File: src/rtl/fetch_sequencer_if.sv
// Handshake and bus-strobe bundle between the fetch sequencer and the datapath/memory side.
// The sequencer uses the master modport. The surrounding datapath or a testbench uses the slave modport.
interface fetch_sequencer_if;
  logic        RUN;
  logic        HALT;
  logic        MEM_READY;
  logic        EXEC_DONE;
  logic        PC_EN;
  logic        PC_RW;
  logic        PC_COUNT;
  logic        MAR_EN;
  logic        MAR_RW;
  logic        IR_EN;
  logic        IR_RW;
  logic        MEM_RD;
  logic        MEM_OE;
  logic        FETCH_DONE;
  logic        FAULT;
  logic [2:0]  STATE;
  logic [15:0] FETCH_CNT;

  modport master (
    input  RUN, HALT, MEM_READY, EXEC_DONE,
    output PC_EN, PC_RW, PC_COUNT, MAR_EN, MAR_RW, IR_EN, IR_RW,
           MEM_RD, MEM_OE, FETCH_DONE, FAULT, STATE, FETCH_CNT
  );

  modport slave (
    output RUN, HALT, MEM_READY, EXEC_DONE,
    input  PC_EN, PC_RW, PC_COUNT, MAR_EN, MAR_RW, IR_EN, IR_RW,
           MEM_RD, MEM_OE, FETCH_DONE, FAULT, STATE, FETCH_CNT
  );
endinterface

File: src/rtl/fetch_sequencer.sv
// Moore FSM that sequences instruction fetch: PC onto the bus, MAR load, memory read with timeout,
// IR load, then hand-off to execute. All outputs decode from the state register and the counters.
module fetch_sequencer #(
  parameter int unsigned WAIT_LIMIT = 15
) (
  input logic          CLOCK,
  input logic          RESET,
  fetch_sequencer_if.master bus
);

  typedef enum logic [2:0] {
    ST_IDLE    = 3'd0,
    ST_PC_DRV  = 3'd1,
    ST_MAR_LD  = 3'd2,
    ST_MEM_REQ = 3'd3,
    ST_IR_LD   = 3'd4,
    ST_EXEC    = 3'd5,
    ST_FAULT   = 3'd7
  } state_t;

  // Value of the wait counter in the last permitted MEM_REQ cycle.
  localparam logic [7:0] WAIT_LAST = 8'(WAIT_LIMIT - 1);

  state_t      state;
  state_t      state_nxt;
  logic [7:0]  wait_cnt;
  logic [7:0]  wait_cnt_nxt;
  logic [15:0] fetch_cnt;
  logic [15:0] fetch_cnt_nxt;

  always_ff @(posedge CLOCK or negedge RESET) begin
    if (!RESET) begin
      state     <= ST_IDLE;
      wait_cnt  <= '0;
      fetch_cnt <= '0;
    end else begin
      state     <= state_nxt;
      wait_cnt  <= wait_cnt_nxt;
      fetch_cnt <= fetch_cnt_nxt;
    end
  end

  always_comb begin
    state_nxt     = state;
    wait_cnt_nxt  = wait_cnt;
    fetch_cnt_nxt = fetch_cnt;
    case (state)
      ST_IDLE: begin
        if (bus.RUN && !bus.HALT) state_nxt = ST_PC_DRV;
      end
      ST_PC_DRV: begin
        state_nxt = ST_MAR_LD;
      end
      ST_MAR_LD: begin
        state_nxt    = ST_MEM_REQ;
        wait_cnt_nxt = '0;
      end
      ST_MEM_REQ: begin
        if (bus.MEM_READY) begin
          state_nxt = ST_IR_LD;
        end else if (wait_cnt == WAIT_LAST) begin
          state_nxt = ST_FAULT;
        end else begin
          wait_cnt_nxt = wait_cnt + 8'd1;
        end
      end
      ST_IR_LD: begin
        state_nxt     = ST_EXEC;
        fetch_cnt_nxt = fetch_cnt + 16'd1;
      end
      ST_EXEC: begin
        if (bus.EXEC_DONE) begin
          state_nxt = (bus.RUN && !bus.HALT) ? ST_PC_DRV : ST_IDLE;
        end
      end
      ST_FAULT: begin
        state_nxt = ST_FAULT;
      end
      default: begin
        state_nxt = ST_IDLE;
      end
    endcase
  end

  // Output decode depends only on the state register. Unused encodings leave every strobe low.
  always_comb begin
    bus.PC_EN      = 1'b0;
    bus.PC_RW      = 1'b0;
    bus.PC_COUNT   = 1'b0;
    bus.MAR_EN     = 1'b0;
    bus.MAR_RW     = 1'b0;
    bus.IR_EN      = 1'b0;
    bus.IR_RW      = 1'b0;
    bus.MEM_RD     = 1'b0;
    bus.MEM_OE     = 1'b0;
    bus.FETCH_DONE = 1'b0;
    bus.FAULT      = 1'b0;
    case (state)
      ST_PC_DRV: begin
        bus.PC_EN = 1'b1;
        bus.PC_RW = 1'b1;
      end
      ST_MAR_LD: begin
        bus.MAR_EN   = 1'b1;
        bus.PC_RW    = 1'b1;
        bus.PC_COUNT = 1'b1;
      end
      ST_MEM_REQ: begin
        bus.MEM_RD = 1'b1;
      end
      ST_IR_LD: begin
        bus.MEM_OE = 1'b1;
        bus.IR_EN  = 1'b1;
      end
      ST_EXEC: begin
        bus.FETCH_DONE = 1'b1;
      end
      ST_FAULT: begin
        bus.FAULT = 1'b1;
      end
      default: ;
    endcase
  end

  assign bus.STATE     = state;
  assign bus.FETCH_CNT = fetch_cnt;

endmodule

File: src/flat_wrapper.sv
// flat-port wrapper written by rule: the top's interface ports become plain ports
module fetch_sequencer_flat 
#(
  parameter int unsigned WAIT_LIMIT = 15
)
  (CLOCK, RESET, bus_RUN, bus_HALT, bus_MEM_READY, bus_EXEC_DONE, bus_PC_EN, bus_PC_RW, bus_PC_COUNT, bus_MAR_EN, bus_MAR_RW, bus_IR_EN, bus_IR_RW, bus_MEM_RD, bus_MEM_OE, bus_FETCH_DONE, bus_FAULT, bus_STATE, bus_FETCH_CNT);
  fetch_sequencer_if bus_i ();
  input logic CLOCK;
  input logic RESET;
  input wire logic [$bits(bus_i.RUN)-1:0] bus_RUN;
  input wire logic [$bits(bus_i.HALT)-1:0] bus_HALT;
  input wire logic [$bits(bus_i.MEM_READY)-1:0] bus_MEM_READY;
  input wire logic [$bits(bus_i.EXEC_DONE)-1:0] bus_EXEC_DONE;
  output wire logic [$bits(bus_i.PC_EN)-1:0] bus_PC_EN;
  output wire logic [$bits(bus_i.PC_RW)-1:0] bus_PC_RW;
  output wire logic [$bits(bus_i.PC_COUNT)-1:0] bus_PC_COUNT;
  output wire logic [$bits(bus_i.MAR_EN)-1:0] bus_MAR_EN;
  output wire logic [$bits(bus_i.MAR_RW)-1:0] bus_MAR_RW;
  output wire logic [$bits(bus_i.IR_EN)-1:0] bus_IR_EN;
  output wire logic [$bits(bus_i.IR_RW)-1:0] bus_IR_RW;
  output wire logic [$bits(bus_i.MEM_RD)-1:0] bus_MEM_RD;
  output wire logic [$bits(bus_i.MEM_OE)-1:0] bus_MEM_OE;
  output wire logic [$bits(bus_i.FETCH_DONE)-1:0] bus_FETCH_DONE;
  output wire logic [$bits(bus_i.FAULT)-1:0] bus_FAULT;
  output wire logic [$bits(bus_i.STATE)-1:0] bus_STATE;
  output wire logic [$bits(bus_i.FETCH_CNT)-1:0] bus_FETCH_CNT;
  assign bus_i.RUN = bus_RUN;
  assign bus_i.HALT = bus_HALT;
  assign bus_i.MEM_READY = bus_MEM_READY;
  assign bus_i.EXEC_DONE = bus_EXEC_DONE;
  assign bus_PC_EN = bus_i.PC_EN;
  assign bus_PC_RW = bus_i.PC_RW;
  assign bus_PC_COUNT = bus_i.PC_COUNT;
  assign bus_MAR_EN = bus_i.MAR_EN;
  assign bus_MAR_RW = bus_i.MAR_RW;
  assign bus_IR_EN = bus_i.IR_EN;
  assign bus_IR_RW = bus_i.IR_RW;
  assign bus_MEM_RD = bus_i.MEM_RD;
  assign bus_MEM_OE = bus_i.MEM_OE;
  assign bus_FETCH_DONE = bus_i.FETCH_DONE;
  assign bus_FAULT = bus_i.FAULT;
  assign bus_STATE = bus_i.STATE;
  assign bus_FETCH_CNT = bus_i.FETCH_CNT;
  fetch_sequencer #(.WAIT_LIMIT(WAIT_LIMIT)) u_core (.CLOCK(CLOCK), .RESET(RESET), .bus(bus_i));
endmodule
File: config.mk
export PLATFORM = sky130hd
export DESIGN_NAME = fetch_sequencer_flat
export DESIGN_NICKNAME = d
export VERILOG_FILES = /design/src/rtl/fetch_sequencer_if.sv /design/src/rtl/fetch_sequencer.sv /design/src/flat_wrapper.sv
export SDC_FILE = /design/constraint.sdc
export NUM_CORES = 1
export LEC_CHECK = 0
export CAP_MARGIN = 10
export CORE_AREA = 10 10 66 68
export DETAILED_ROUTE_END_ITERATION = 10
export DIE_AREA = 0 0 76 78
export GPL_TIMING_DRIVEN = 0
export PLACE_DENSITY = 0.78
export SLEW_MARGIN = 20
export SYNTH_ARGS = -nofsm -noshare
export SYNTH_HDL_FRONTEND = slang
export SYNTH_SLANG_ARGS = --single-unit
File: constraint.sdc
create_clock -name CLOCK -period 2.1 [get_ports CLOCK]
set_input_delay 0.42 -clock CLOCK [delete_from_list [all_inputs] [get_ports CLOCK]]
set_output_delay 0.42 -clock CLOCK [all_outputs]
set_load 0.02 [all_outputs]
==> run_results.csv, run 1 <==
group,metric,value,unit
critical_path,r2r-end,"u_core.bus.FETCH_CNT[14]",
clock_network,cts.sink_count,27,
critical_path,startpoint,"u_core.bus.STATE[1]",
timing,rsz0062_at_grt,"no",
critical_path,path_cells,"buf_4, nand2b_1, nor2_1, dlygate4sd2_1",
logic_synthesis,synthDistinctLibCells,41,
critical_path,worstPathRequired,1680,ps
timing,min_period_over_period,94.6,%
floorplanning,core-area,3180,um2
detailed_routing,ant_nets,0,
clock_network,cts.root.buffer_cell,"clkbuf_4",
logic_synthesis,syn_inst,144,
clock_network,tritoncts,"done",
global_route,track_usage,10.7,%
run_status,status,"completed",
layout,area.growth.synth_to_final,29.8,%
layout,antenna-diode-count,0,
placement,place_congestion,0.823,
clock_network,cts_buffers,3,
floorplanning,row_count,21,
timing,finClkSkew,9.45,ps
timing,setup_violations,0,
detailed_routing,dr.first_iter.drc_count,62,
critical_path,path_buf_inv,2,
logic_synthesis,yosysWarnings,0,
power,p_per_area,1080,nW/um2
detailed_routing,post_drt_wl_per_cell,13.3,um
floorplanning,fp.dieH,78,um
critical_path,reg2reg_from,"u_core.bus.FETCH_CNT[0]",
global_route,grt_pass1_vias,1284,
floorplanning,initial_utilization,46.6,%
detailed_routing,dr.pass1.iters,4,
layout,nets,197,
detailed_routing,drc,0,
critical_path,critical_path_class,"reg -> out",
placement,port_buffers,33,
logic_synthesis,syn_avg_cell_area,10.3,um2
critical_path,cp-end-kind,"output pin",
critical_path,slowest_delay,450,ps
critical_path,critPathLaunchType,"flop",
power,p_leak,0.000883,uW
critical_path,ff2ff_path_depth,5,
logic_synthesis,syn_area,1480,um2
logic_synthesis,synth_area_leader_cell,"dfrtp_1",
timing,fmax,504,MHz
global_route,grt_max_degree,28,
timing,drv_slew,0,
power,ir_worst_vdd,0.800,mV
critical_path,cp_slowest_cell,"dfrtp_1",
run,drv_cap,0,
clock_network,htreeDepth,1,
global_route,antenna_found_initial,0,
critical_path,cp_top_family,"buffers and inverters",
global_route,grt-ovfl-total,0,
timing,period_minus_slack,1990,ps
critical_path,worstPathMaxFanout,10,
clock_network,clockBufferDepth,2,
clock_network,path_clk_slew,140,ps
critical_path,timing.reg2reg.setup_slack,280,ps
timing,worst_slew_pin_slew,583,ps
critical_path,crit_end,"bus_PC_EN",
timing,hold_ws,87.1,ps
timing,max_slew_margin,61.1,%
critical_path,cp.depth,4,
layout,drive_gt1_share,17.6,%
placement,placed_area,1870,um2
clock_network,worstSkewPairLatency,310,ps
detailed_routing,viasPerCell,5.16,
floorplanning,dieArea,5930,um2
floorplanning,die_w,76,um
detailed_routing,vias,1202,
floorplanning,ios,36,
detailed_routing,routed_wl,3.09,mm
layout,design_area,1920,um2
power,total_power,2070,uW
logic_synthesis,ys_ff_latch,27,
global_route,grt_pass1_wl,5.53,mm
hold_path,hold_class,"in -> async",
placement,place_hpwl,2.41,mm
critical_path,arrival,1570,ps
timing,hold_viol,0,
logic_synthesis,synth_top_cell_area_share,45.6,%
logic_synthesis,yosysSeqAreaShare,45.6,%
logic_synthesis,synth_area_leaders,"dfrtp_1 (46%), xor2_1 (5.3%), xnor2_1 (4.1%)",
[state kept, by name, summed over array words and instances, names as in the netlist]
name and count:
u_core.bus.FETCH_CNT 16, u_core.wait_cnt 8, u_core.bus.STATE 3
[how the worst min path moves through the flow]
stage	endpoint	slack (ps)	cells past startpoint	startpoint
detailed placement	u_core.bus.FETCH_CNT[13]	460	1	RESET
finish	u_core.bus.FETCH_CNT[14]	90	1	RESET
CTS	u_core.bus.FETCH_CNT[14]	100	1	RESET
floorplan	u_core.bus.FETCH_CNT[0]	120	0	RESET
global placement	u_core.bus.FETCH_CNT[15]	460	1	u_core.bus.FETCH_CNT[15]
global route	u_core.bus.FETCH_CNT[14]	110	1	RESET
[metal layers]
| layer | up-vias | part of all wire [%] | GRT usage, % |
|---|---|---|---|
| li1 | 587 | - | - |
| met5 | - | 0 | 0 |
| met4 | 0 | 0.26 | 3.03 |
| met1 | 582 | 44 | 12.0 |
| met2 | 31 | 49 | 18.5 |
| met3 | 2 | 7.3 | 4.03 |
[report_power, final]
part	total (uW)	switching, uW	internal (uW)
sequential	736	118	617
clock	215	141	74.1
combinational	1120	596	527
total	2070	855	1220
[stage by stage]
step	worst slack [ps]	cells	setup TNS [ps]	util, %
final	114	233	0	60.4
after global placement	-43.6	224	-84.4	58.9
after global routing	7.41	233	0	60.4
after detailed placement	-76.6	224	-183	58.7
after floorplan	227	145	0	-
after CTS	14.8	230	0	60.1
[cell usage in the layout (no fill, tap or decap), types with 4 or more instances in the layout]
cell	instances
clkbuf_2	4
dfrtp_1	27
xor2_1	9
clkdlybuf4s50_1	23
and3_1	6
o21ai_0	7
nand4_1	4
inv_1	5
xnor2_1	7
clkbuf_4	4
nand2_1	13
nand3_1	7
buf_4	10
nor2_1	11
[cells by family (layout without fill, tap and decap cells)]
logic type / Yosys count / count (layout) / share of synthesized area [%]
compound gates: 23 / 23 / 12.3
xor+xnor: 17 / 17 / 10.6
fa+ha+maj: 3 / 3 / 2.54
buf+inv: 14 / 56 / 5.24
flops: 27 / 27 / 45.6
mux: 1 / 1 / 0.761
other cells: 1 / 2 / 0.253
simple gates: 58 / 58 / 22.7
[timing repair]
item / in CTS / in global routing
setup buffers: 2 / 3
hold buffers: 0 / 0
pin swaps: 1 / 0
setup endpoints to repair: 9 / 6
resized for setup: 14 / 14
[synthesized netlist by cell type, drive strengths merged]
library cell   n
dfrtp         27
nand2         13
nor2          12
xor2           9
xnor2          8
buf            7
nand3          7
o21ai          7
and3           6
inv            6
nand4          5
a21oi          3
ha             3
nand2b         3
a21o           2
and4           2
and4bb         2
nor3b          2
o21bai         2
o2bb2ai        2
o31ai          2
a221oi         1
a311oi         1
and2           1
clkbuf         1
conb           1
mux2           1
nand4b         1
nor2b          1
nor3           1
o2111ai        1
o221ai         1
o41ai          1
or4            1
or4b           1
[layout make-up]
class	count	area, um2
buffer	8	61.3
clock buffer	4	26.3
fill	303	1260
inverter	6	26.3
multi-input combinational	104	739
sequential	27	676
tap	46	57.6
timing repair buffer	38	334
[worst register-to-register path, stage by stage, from the launching register on]
cell and delay [ps]:
dfrtp_1 430, ha_1 170, and4bb_1 270, nand4_2 180
or4_4 530, xnor2_2 140
Power figures use the tool's default switching activity.
==> run 2, diff against run 1 <==
- REMOVE_ABC_BUFFERS: unset -> 1
==> run_results.csv, run 2 (synthesis results as in run 1) <==
group,metric,value,unit
run_status,status,"completed",
placement,dp_cells,216,
critical_path,worstPathMaxFanout,6,
detailed_routing,vias,1191,
clock_network,clockBufferDepth,2,
layout,antenna-diode-count,0,
placement,place_congestion,0.821,
global_route,grt_max_degree,28,
detailed_routing,dr.pass1.iters,4,
detailed_routing,viasPerCell,5.22,
global_route,grt-ovfl-total,0,
floorplanning,dieArea,5930,um2
floorplanning,fp.dieH,78,um
timing,hold_viol,0,
layout,fillerInstances,290,
timing,rsz0062_at_grt,"no",
global_route,grt_pass1_vias,1230,
placement,port_buffers,33,
floorplanning,ios,36,
critical_path,arrival,1580,ps
layout,area.growth.synth_to_final,29.3,%
power,p_leak,0.000887,uW
placement,place_hpwl,2.38,mm
layout,fin_cells,228,
timing,finClkSkew,15.7,ps
layout,nets,192,
hold_path,hold_class,"in -> async",
critical_path,worstPathRequired,1680,ps
timing,fin_ws,104,ps
timing,worst_slew_pin_slew,695,ps
clock_network,tritoncts,"done",
clock_network,cts.root.buffer_cell,"clkbuf_4",
power,p_per_area,1090,nW/um2
layout,largest_reg_flops,16,
detailed_routing,post_drt_wl_per_cell,14.9,um
clock_network,cts.sink_count,27,
layout,design_area,1910,um2
timing,min_period_over_period,95.1,%
timing,fmax,501,MHz
placement,pre_cts_slack,-87.8,ps
timing,setup_violations,0,
layout,drive_gt1_share,13.7,%
detailed_routing,ant_nets,0,
floorplanning,row_count,21,
floorplanning,initial_utilization,46.6,%
clock_network,htreeDepth,1,
clock_network,cts_buffers,3,
detailed_routing,routed_wl,3.40,mm
global_route,grt_pass1_wl,6.01,mm
critical_path,critPathLaunchType,"flop",
detailed_routing,dr.first_iter.drc_count,61,
power,ir_worst_vdd,0.760,mV
timing,drv_slew,0,
clock_network,worstSkewPairLatency,340,ps
layout,utilization,60.2,%
timing,max_slew_margin,53.5,%
floorplanning,die_w,76,um
run,drv_cap,0,
layout,layout_commonest_cell,"dfrtp_1",
floorplanning,core-area,3180,um2
clock_network,path_clk_slew,160,ps
detailed_routing,drc,0,
timing,period_minus_slack,2000,ps
clock_network,ctsHoldBuffers,0,
placement,placed_area,1810,um2
critical_path,cp-end-kind,"output pin",
layout,final_cell_mix,"dfrtp_1 (24), clkdlybuf4s50_1 (22), nand2_1 (13)",
global_route,track_usage,12.0,%
global_route,antenna_found_initial,0,
critical_path,critical_path_class,"reg -> out",
run 2: changes by cell type in the layout (fill, tap and decap cells not counted), moves of 2 or more:
cell           previous run  this run
buf_2                     3         1
buf_4                    10         8
clkbuf_2                  4         0
dfrtp_1                  27        24
dfrtp_2                   0         3
dlygate4sd2_1             3         9
run 2: repair_timing:
action	4_1_cts	5_1_grt
gates resized for setup	14	1
endpoints found under the setup margin	14	1
pin swaps	1	0
setup buffers	8	0
run 2: cell type report:
| cell class | count | area [um2] | area share, % |
|---|---|---|---|
| tap | 46 | 57.6 | 3.01 |
| sequential | 27 | 679 | 35.5 |
| clock buffer | 3 | 22.5 | 1.18 |
| clock inverter | 1 | 7.51 | 0.392 |
| multi-input combinational | 104 | 748 | 39.1 |
| timing repair buffer | 41 | 377 | 19.7 |
| inverter | 6 | 22.5 | 1.18 |
run 2: worst max-delay path: stages, from the launching register on:
cell and delay, ps:
dfrtp_2 470, buf_4 160, clkdlybuf4s50_1 610
run 2: where the power goes:
group / total [uW] / switching (uW) / leakage [uW] / internal (uW)
clock: 236 / 163 / 0.0000139 / 73.1
sequential: 773 / 150 / 0.000359 / 623
combinational: 1090 / 574 / 0.000514 / 513
total: 2100 / 887 / 0.000887 / 1210
run 2: worst paths after layout:
kind                            slack (ps)  cells past startpoint                  endpoint                startpoint
worst max-delay path                   100                      2              bus_STATE[0]       u_core.bus.STATE[0]
worst min-delay path                    70                      1        u_core.wait_cnt[4]                     RESET
worst max register to register         170                      6        u_core.wait_cnt[3]        u_core.wait_cnt[0]
worst min register to register         480                      1  u_core.bus.FETCH_CNT[15]  u_core.bus.FETCH_CNT[15]
max in group asynchronous             1610                      1       u_core.bus.STATE[2]                     RESET
min in group CLOCK                     480                      1  u_core.bus.FETCH_CNT[15]  u_core.bus.FETCH_CNT[15]
run 2: per-stage QoR:
| step | TNS (ps) | total power, uW | hold slack (ps) |
|---|---|---|---|
| floorplan | -47.1 | 1330 | 124 |
| global placement | -33.2 | 1740 | 464 |
| detailed placement | -261 | 1770 | 461 |
| CTS | 0 | 2100 | 71.3 |
| global route | 0 | 2250 | 90.1 |
| finish | 0 | 2100 | 66.3 |
run 2: layer usage:
| layer | track usage, % | up-vias | wire length (um) |
|---|---|---|---|
| met5 | 0 | - | 0 |
| met4 | 4.36 | 0 | 58 |
| met3 | 4.38 | 6 | 240 |
| met2 | 19.9 | 38 | 1570 |
| met1 | 13.8 | 570 | 1530 |
| li1 | - | 577 | - |
==> run 3, diff against run 2 <==
- PLACE_DENSITY: 0.78 -> unset
- PLACE_DENSITY_LB_ADDON: unset -> 0.05
==> run_results.csv, run 3 (synthesis results as in run 1) <==
group,metric,value,unit
critical_path,reg2reg_from,"u_core.wait_cnt[0]",
timing,hold_viol,0,
timing,period_minus_slack,2010,ps
placement,placed_area,1810,um2
power,ir_worst_vdd,0.570,mV
critical_path,worstPathMaxFanout,9,
floorplanning,initial_utilization,46.6,%
detailed_routing,dr.first_iter.drc_count,63,
layout,antenna-diode-count,0,
detailed_routing,dr.pass1.iters,4,
floorplanning,row_count,21,
power,p_leak,0.000887,uW
critical_path,timing.reg2reg.setup_slack,210,ps
layout,nets,194,
detailed_routing,vias,1193,
clock_network,tritoncts,"done",
detailed_routing,post_drt_wl_per_cell,14.1,um
critical_path,critPathLaunchType,"flop",
floorplanning,dieArea,5930,um2
layout,drive_gt1_share,14.1,%
timing,rsz0062_at_grt,"no",
detailed_routing,ant_nets,0,
global_route,grt-ovfl-total,0,
placement,place_congestion,0.774,
layout,final_cell_mix,"dfrtp_1 (24), clkdlybuf4s50_1 (23), nand2_1 (13)",
critical_path,ff2ff_path_depth,6,
timing,finClkSkew,8.47,ps
timing,min_period_over_period,95.6,%
layout,area.growth.synth_to_final,29.9,%
clock_network,clockBufferDepth,2,
floorplanning,ios,36,
detailed_routing,drc,0,
floorplanning,fp.dieH,78,um
critical_path,arrival,1590,ps
layout,largest_reg_flops,16,
clock_network,cts.root.buffer_cell,"clkbuf_4",
clock_network,ctsHoldBuffers,0,
power,p_per_area,1090,nW/um2
clock_network,path_clk_slew,150,ps
clock_network,worstSkewPairLatency,320,ps
critical_path,r2r-end,"u_core.wait_cnt[3]",
global_route,grt_max_degree,28,
floorplanning,core-area,3180,um2
critical_path,cp-end-kind,"output pin",
critical_path,worstPathRequired,1680,ps
timing,worst_slew_pin_slew,639,ps
run_status,status,"completed",
layout,layout_commonest_cell,"dfrtp_1",
floorplanning,die_w,76,um
timing,finalSetupTns,0,ps
detailed_routing,viasPerCell,5.19,
run,drv_cap,0,
placement,place_hpwl,2.40,mm
clock_network,cts.sink_count,27,
clock_network,cts_buffers,3,
timing,fmax,498,MHz
timing,max_slew_margin,57.3,%
placement,dp_cells,216,
layout,fin_cells,230,
timing,setup_violations,0,
global_route,grt_pass1_wl,5.66,mm
detailed_routing,routed_wl,3.25,mm
hold_path,hold_class,"in -> async",
global_route,grt_pass1_vias,1193,
clock_network,htreeDepth,1,
critical_path,critical_path_class,"reg -> out",
timing,drv_slew,0,
layout,design_area,1920,um2
placement,port_buffers,33,
global_route,track_usage,11.0,%
global_route,antenna_found_initial,0,
==> run 3: changes by cell type in the layout (fill, tap and decap cells not counted), sizes merged <==
cell,change
buf,+2
clkbuf,+1
clkdlybuf4s50,+1
clkinvlp,-1
dlymetal6s2s,-1
==> run 3: final cells by class <==
cell class,instances,area [um2]
multi-input combinational,104,748
timing repair buffer,43,389
clock buffer,4,26.3
sequential,27,679
inverter,6,22.5
fill,279,1260
tap,46,57.6
==> run 3: worst max-delay path by stage <==
stage / to / cells after the start / from / slack, ps
5_1_grt: bus_STATE[1] / 2 / u_core.bus.STATE[1] / 10
3_3_place_gp: bus_MEM_OE / 2 / u_core.bus.STATE[2] / -70
4_1_cts: bus_STATE[1] / 2 / u_core.bus.STATE[1] / 100
2_1_floorplan: u_core.bus.FETCH_CNT[15] / 4 / u_core.bus.STATE[2] / -20
3_5_place_dp: bus_MEM_OE / 2 / u_core.bus.STATE[2] / -100
6_report: bus_STATE[1] / 2 / u_core.bus.STATE[1] / 90
==> run 3: layer usage <==
layer | up-vias | GRT usage (%) | part of all wire (%)
met4 | 0 | 2.84 | 0.65
met3 | 2 | 2.65 | 4.5
met2 | 21 | 20.7 | 55
met5 | - | 0 | 0
met1 | 584 | 12.1 | 39
li1 | 586 | - | -
==> run 3: report_power, final <==
part | leakage, uW | switching [uW] | internal, uW
combinational | 0.000513 | 551 | 530
clock | 0.0000150 | 151 | 74.2
sequential | 0.000359 | 171 | 623
total | 0.000887 | 873 | 1230
==> run 3: metrics by stage <==
stage / setup slack, ps / power, uW / hold slack, ps / util, %
final: 93.3 / 2100 / 88.1 / 60.5
after global placement: -70.7 / 1760 / 461 / 57.1
after floorplan: -23.7 / 1330 / 124 / -
after global routing: 12.9 / 2250 / 92.9 / 60.5
after detailed placement: -99.5 / 1790 / 466 / 57.0
after CTS: 103 / 2120 / 97.1 / 60.5
==> run 3: repair_timing <==
| action | 4_1_cts | 5_1_grt |
|---|---|---|
| resized for setup | 14 | 0 |
| endpoints found under the setup margin | 11 | 0 |
| hold endpoints to repair | 0 | 0 |
| setup buffers | 10 | 0 |
==> run 3: worst max-delay path, stage by stage (launching register included) <==
cell	delay, ps
dfrtp_2	500
buf_4	150
clkdlybuf4s50_1	620
